===== src/rtl/fft_frame_sequencer.sv =====
// fft_frame_sequencer: configures the FFT core once, then feeds it fixed-length sample frames from a small FIFO.
// Optional drain watchdog: define FFT_SEQ_DRAIN_TIMEOUT_EN.
module fft_frame_sequencer #(
    parameter int         FRAME_LEN   = 64,
    parameter int         DATA_W      = 10,
    parameter int         FIFO_DEPTH  = 8,
    parameter int         START_LEVEL = 4,
    parameter logic [7:0] CFG_WORD    = 8'h57,
    parameter int         TIMEOUT     = 1024
) (
    input  logic              clk,
    input  logic              reset,
    input  logic              enable,
    input  logic              cfg_update,
    input  logic              sample_valid,
    input  logic [DATA_W-1:0] sample_data,
    output logic [7:0]        cfg_tdata,
    output logic              cfg_tvalid,
    input  logic              cfg_tready,
    output logic [31:0]       s_tdata,
    output logic              s_tvalid,
    input  logic              s_tready,
    output logic              s_tlast,
    input  logic              m_tvalid,
    input  logic              m_tlast,
    output logic              frame_busy,
    output logic [15:0]       frames_done,
    output logic              overrun,
    input  logic              overrun_clr,
    output logic              timeout_err
);
    localparam int AW = $clog2(FIFO_DEPTH);
    localparam int CW = AW + 1;
    localparam int FW = $clog2(FRAME_LEN);
    localparam logic [CW-1:0] FULL_CNT  = CW'(FIFO_DEPTH);
    localparam logic [CW-1:0] START_CNT = CW'(START_LEVEL);
    localparam logic [FW-1:0] LAST_BEAT = FW'(FRAME_LEN - 1);

    if (FRAME_LEN < 4 || (FRAME_LEN & (FRAME_LEN - 1)) != 0) begin : g_bad_frame
        $error("FRAME_LEN must be a power of 2 and at least 4");
    end
    if (DATA_W < 1 || DATA_W > 16) begin : g_bad_width
        $error("DATA_W must be 1..16");
    end
    if (FIFO_DEPTH < 2 || (FIFO_DEPTH & (FIFO_DEPTH - 1)) != 0) begin : g_bad_depth
        $error("FIFO_DEPTH must be a power of 2 and at least 2");
    end
    if (START_LEVEL < 1 || START_LEVEL > FIFO_DEPTH) begin : g_bad_level
        $error("START_LEVEL must be 1..FIFO_DEPTH");
    end
    if (TIMEOUT < 1) begin : g_bad_timeout
        $error("TIMEOUT must be at least 1");
    end

    typedef enum logic [1:0] {CONFIG, IDLE, STREAM, DRAIN} state_t;

    state_t            state, state_nx;
    logic [DATA_W-1:0] mem [FIFO_DEPTH];
    logic [AW-1:0]     rd_ptr, wr_ptr;
    logic [CW-1:0]     count;
    logic [FW-1:0]     beat;
    logic              cfg_pending;
    logic              cfg_fire, pop, push, last_pop, core_done, drain_timeout;

    assign cfg_fire  = cfg_tvalid & cfg_tready;
    assign pop       = s_tvalid & s_tready;
    assign push      = sample_valid & ((count != FULL_CNT) | pop);
    assign last_pop  = pop & (beat == LAST_BEAT);
    assign core_done = m_tvalid & m_tlast;

`ifdef FFT_SEQ_DRAIN_TIMEOUT_EN
    localparam int TW = $clog2(TIMEOUT + 1);
    logic [TW-1:0] drain_cnt;
    assign drain_timeout = (state == DRAIN) & ~core_done & (drain_cnt == TW'(TIMEOUT - 1));
    // Watchdog counts cycles spent waiting for the core's output frame; the error flag is sticky.
    always_ff @(posedge clk) begin
        if (reset) begin
            drain_cnt   <= '0;
            timeout_err <= 1'b0;
        end else begin
            drain_cnt   <= (state == DRAIN) ? drain_cnt + 1'b1 : '0;
            timeout_err <= timeout_err | drain_timeout;
        end
    end
`else
    assign drain_timeout = 1'b0;
    assign timeout_err   = 1'b0;
`endif

    // State register.
    always_ff @(posedge clk) begin
        state <= reset ? CONFIG : state_nx;
    end

    // Next state: config has priority over a frame start and is only taken from IDLE.
    always_comb begin
        state_nx = state;
        case (state)
            CONFIG:  state_nx = cfg_fire ? IDLE : CONFIG;
            IDLE:    state_nx = cfg_pending ? CONFIG : (enable && count >= START_CNT) ? STREAM : IDLE;
            STREAM:  state_nx = last_pop ? DRAIN : STREAM;
            DRAIN:   state_nx = (core_done | drain_timeout) ? IDLE : DRAIN;
            default: state_nx = CONFIG;
        endcase
    end

    // Outputs decoded from state; cfg_tvalid is masked while reset is held.
    always_comb begin
        cfg_tdata  = CFG_WORD;
        cfg_tvalid = (state == CONFIG) & ~reset;
        s_tvalid   = (state == STREAM) & (count != '0);
        s_tlast    = s_tvalid & (beat == LAST_BEAT);
        s_tdata    = 32'(mem[rd_ptr]);
        frame_busy = (state == STREAM) | (state == DRAIN);
    end

    // FIFO storage; the head entry is presented directly as s_tdata.
    always_ff @(posedge clk) begin
        if (push) mem[wr_ptr] <= sample_data;
    end

    // FIFO pointers, occupancy and the in-frame beat counter.
    always_ff @(posedge clk) begin
        if (reset) begin
            rd_ptr <= '0;
            wr_ptr <= '0;
            count  <= '0;
            beat   <= '0;
        end else begin
            rd_ptr <= rd_ptr + AW'(pop);
            wr_ptr <= wr_ptr + AW'(push);
            count  <= count + CW'(push) - CW'(pop);
            beat   <= last_pop ? '0 : beat + FW'(pop);
        end
    end

    // Sticky status: pending config request, completed frame count, dropped-sample flag.
    always_ff @(posedge clk) begin
        if (reset) begin
            cfg_pending <= 1'b1;
            frames_done <= '0;
            overrun     <= 1'b0;
        end else begin
            cfg_pending <= cfg_update | (cfg_pending & ~cfg_fire);
            frames_done <= frames_done + 16'((state == DRAIN) & core_done);
            overrun     <= (sample_valid & ~push) | (overrun & ~overrun_clr);
        end
    end
endmodule

===== config.mk =====
export PLATFORM = sky130hd
export DESIGN_NAME = fft_frame_sequencer
export DESIGN_NICKNAME = d
export VERILOG_FILES = /design/src/rtl/fft_frame_sequencer.sv
export SDC_FILE = /design/constraint.sdc
export NUM_CORES = 1
export LEC_CHECK = 0
export CAP_MARGIN = 20
export CORE_MARGIN = 2
export CORE_UTILIZATION = 38
export DETAILED_ROUTE_END_ITERATION = 10
export PLACE_DENSITY_LB_ADDON = 0.25
export SKIP_CTS_REPAIR_TIMING = 1
export SLEW_MARGIN = 10
export SYNTH_ARGS = -nofsm -noshare
export SYNTH_HDL_FRONTEND = slang
export SYNTH_SLANG_ARGS = --single-unit

===== constraint.sdc =====
create_clock -name clk -period 2.9 [get_ports clk]
set_input_delay 0.87 -clock clk [delete_from_list [all_inputs] [get_ports clk]]
set_output_delay 0.87 -clock clk [all_outputs]
set_load 0.01 [all_outputs]

==> flow_summary.ini <==
[outcome]
outcome = completed

[worst_setup_path]
end_kind = output pin
path_buf_inv = 3
worst-path-max-fanout = 5
cp_slowest_cell = mux4_2
cp_slowest_stage_delay_ns = 0.50
start_kind = flop
crit_chain = buf_12, buf_8, mux4_2, mux2_2, dlymetal6s2s_1
critPathKind = flop to output pin
cpLargestDelayFamily = multiplexers
critPathArrivalTime_ns = 1.96
worstPathRequired_ns = 2.03

[final_layout]
layout-drive-gt1-share_pct = 22.1
fin_util_pct = 49.2
diodes = 0
nets = 460
syn_to_final_growth_pct = 27.1
final_cells = 614

[clock_tree]
cts_buffers = 17
ctsHtreeMaxLevel = 4
clockBufferDepth = 2
cts.clk_slew.worst_paths_ns = 0.05
clk_latency_ns = 0.41
cts_tree = done
cts-root-buf = clkbuf_16
clkSinkCount = 116

[grt]
grt_max_degree = 42
grt_overflow = 0
grt_pass1_vias = 3017
grt_pass1_wl_mm = 14.9
track_usage_pct = 13.8
antenna_found_initial = 0

[timing]
slew_viol_final = 0
rsz0062_at_grt = true
setup_ws_ns = 0.0681
min_period_ns = 2.83
skew_ns = 0.00694
setup_viol = 0
hold_violations = 0
min_period_over_period_pct = 97.7
fin_hold_ws_ns = 0.490
fmax_ghz = 0.353

[placement]
dp_hpwl_mm = 5.78
gp_congestion = 0.745
dp.cells = 577
place_ws_ns = 0.0207
numPortBuffers = 50

[die]
die_y_um = 120
die-area_um2 = 14400
rows = 42
io_pins = 82
die_w_um = 120
core_area_um2 = 13200
start_util_pct = 38.7

[synthesis]
yosysSeqAreaShare_pct = 61.2
ys_types = 45
yosys.area_share.simple_pct = 11.2
synth.area.top_cells = edfxtp_1, dfxtp_1, mux4_2
synth_compound_area_share_pct = 3.19
synthXorXnorAreaFrac_pct = 1.55
yosys_most_used_dff = edfxtp_1
syn_inst = 348
syn_avg_cell_area_um2 = 14.7
synth_edf_count = 80
synth_top_area_cell = edfxtp_1
yosys_warnings = 0
postSynth.asyncResetShare_pct = 0
muxShareOfSynthArea_pct = 12.3
yosys.area.top_type_share_pct = 47.1
syn_area_um2 = 5100
ys_ff_latch = 116
synthAdderAreaFrac_pct = 3.83
synth_top_family_by_area = multiplexers

[detailed_routing]
via_per_inst = 4.69
drc = 0
wl_mm = 9.20
antenna_left = 0
post_drt_wl_per_cell_um = 15.0
wl_met2_mm = 4.67
first_iter_violations = 169
drtPass1Iterations = 4
wirelength_met1_mm = 4.04
vias = 2879
met3_length_um = 441
top_layer_used = met4

[pwr]
p_seq_share_pct = 42.4
pwr-share-clk_pct = 48.0
pwr-share-comb_pct = 9.6
irDropWorstVdd_v = 0.000355
power_leakage_nw = 2.40
power.density_nw_per_um2 = 690
power_mw = 4.48
p_int_mw = 3.51
p_switching_uw = 970
p_sw_share_pct = 21.7

[min_path]
hold_class = flop to flop

[flow_run]
drv_cap = 0
-- registers in the layout (all words and copies together), names as in the netlist, 2 cells and up --
signal       flops
state            2
frames_done     16
beat             6
wr_ptr           3
mem             80
count            4
rd_ptr           3
-- cells in the final DEF, fill, tap and decap left out, types with 8 or more instances in the layout --
cell              n
a21oi_1           8
buf_4            20
clkbuf_16        17
clkdlybuf4s50_1  37
conb_1           31
dfxtp_1          35
dlymetal6s2s_1   10
edfxtp_1         80
ha_1             14
inv_1             8
mux2_2           12
mux4_2           20
nand2_1           9
nand3_1           8
nor2_1           13
nor2b_1          16
nor3_1           10
nor3b_1           8
-- worst register-to-register path: cells and delay by family (launching register included) --
kind,cells,cell delay (ns)
AND/OR/NAND/NOR,2,0.65
multiplexers,2,0.48
buffers and inverters,1,0.08
flip-flops,1,0.31
adder cells (fa/ha/maj),2,0.34
AO/OA/AOI/OAI,2,0.34
-- power groups by stage --
| stage | clock network [mW] | registers [mW] | logic [mW] |
|---|---|---|---|
| after floorplan | 0 | 1.92 | 0.303 |
| after global placement | 0 | 1.93 | 0.433 |
| after detailed placement | 0 | 1.93 | 0.438 |
| after CTS | 2.19 | 1.90 | 0.441 |
| after global routing | 2.27 | 1.90 | 0.485 |
| final | 2.15 | 1.90 | 0.431 |
-- cells by family after synthesis --
group	count (synthesis)
other cells	2
mux	36
compound gates	24
flops	116
simple gates	92
fa+ha+maj	15
buf+inv	54
xor+xnor	9
-- per-layer routing --
layer  vias to the layer above  global-route usage, %
li1                       1402                      -
met1                      1411                   16.8
met2                        61                   23.0
met3                         5                   5.04
met4                         0                   3.97
met5                         -                      0
-- final timing paths --
check | start | to | slack, ns | cells after the start
setup reg to reg | count[3] | count[3] | 0.59 | 9
hold / removal | cfg_pending | cfg_pending | 0.49 | 2
hold reg to reg | cfg_pending | cfg_pending | 0.49 | 2
setup / recovery | rd_ptr[0] | s_tdata[5] | 0.07 | 5
-- layout make-up --
class | instances | area (µm²)
Clock buffer | 18 | 429
Tap cell | 176 | 220
Timing Repair Buffer | 74 | 736
Multi-Input combinational cell | 207 | 1750
Inverter | 9 | 33.8
Sequential cell | 116 | 3130
Clock inverter | 14 | 185
Fill cell | 1151 | 6710
-- Yosys cell counts (9+ instances only) --
| master | number |
|---|---|
| edfxtp_1 | 80 |
| nor3_1 | 10 |
| nor2b_1 | 16 |
| clkbuf_1 | 10 |
| inv_1 | 9 |
| mux4_2 | 20 |
| buf_4 | 33 |
| nand2_1 | 9 |
| nor2_1 | 13 |
| dfxtp_1 | 36 |
| mux2_2 | 12 |
| ha_1 | 14 |
-- per-stage QoR --
stage / instance area (µm²) / TNS (ns)
finish: 6480 / 0
global route: 6480 / -0.0112
CTS: 6420 / -2.74
detailed placement: 5810 / 0
global placement: 5810 / 0
floorplan: 5210 / 0
Power figures use the tool's default switching activity.
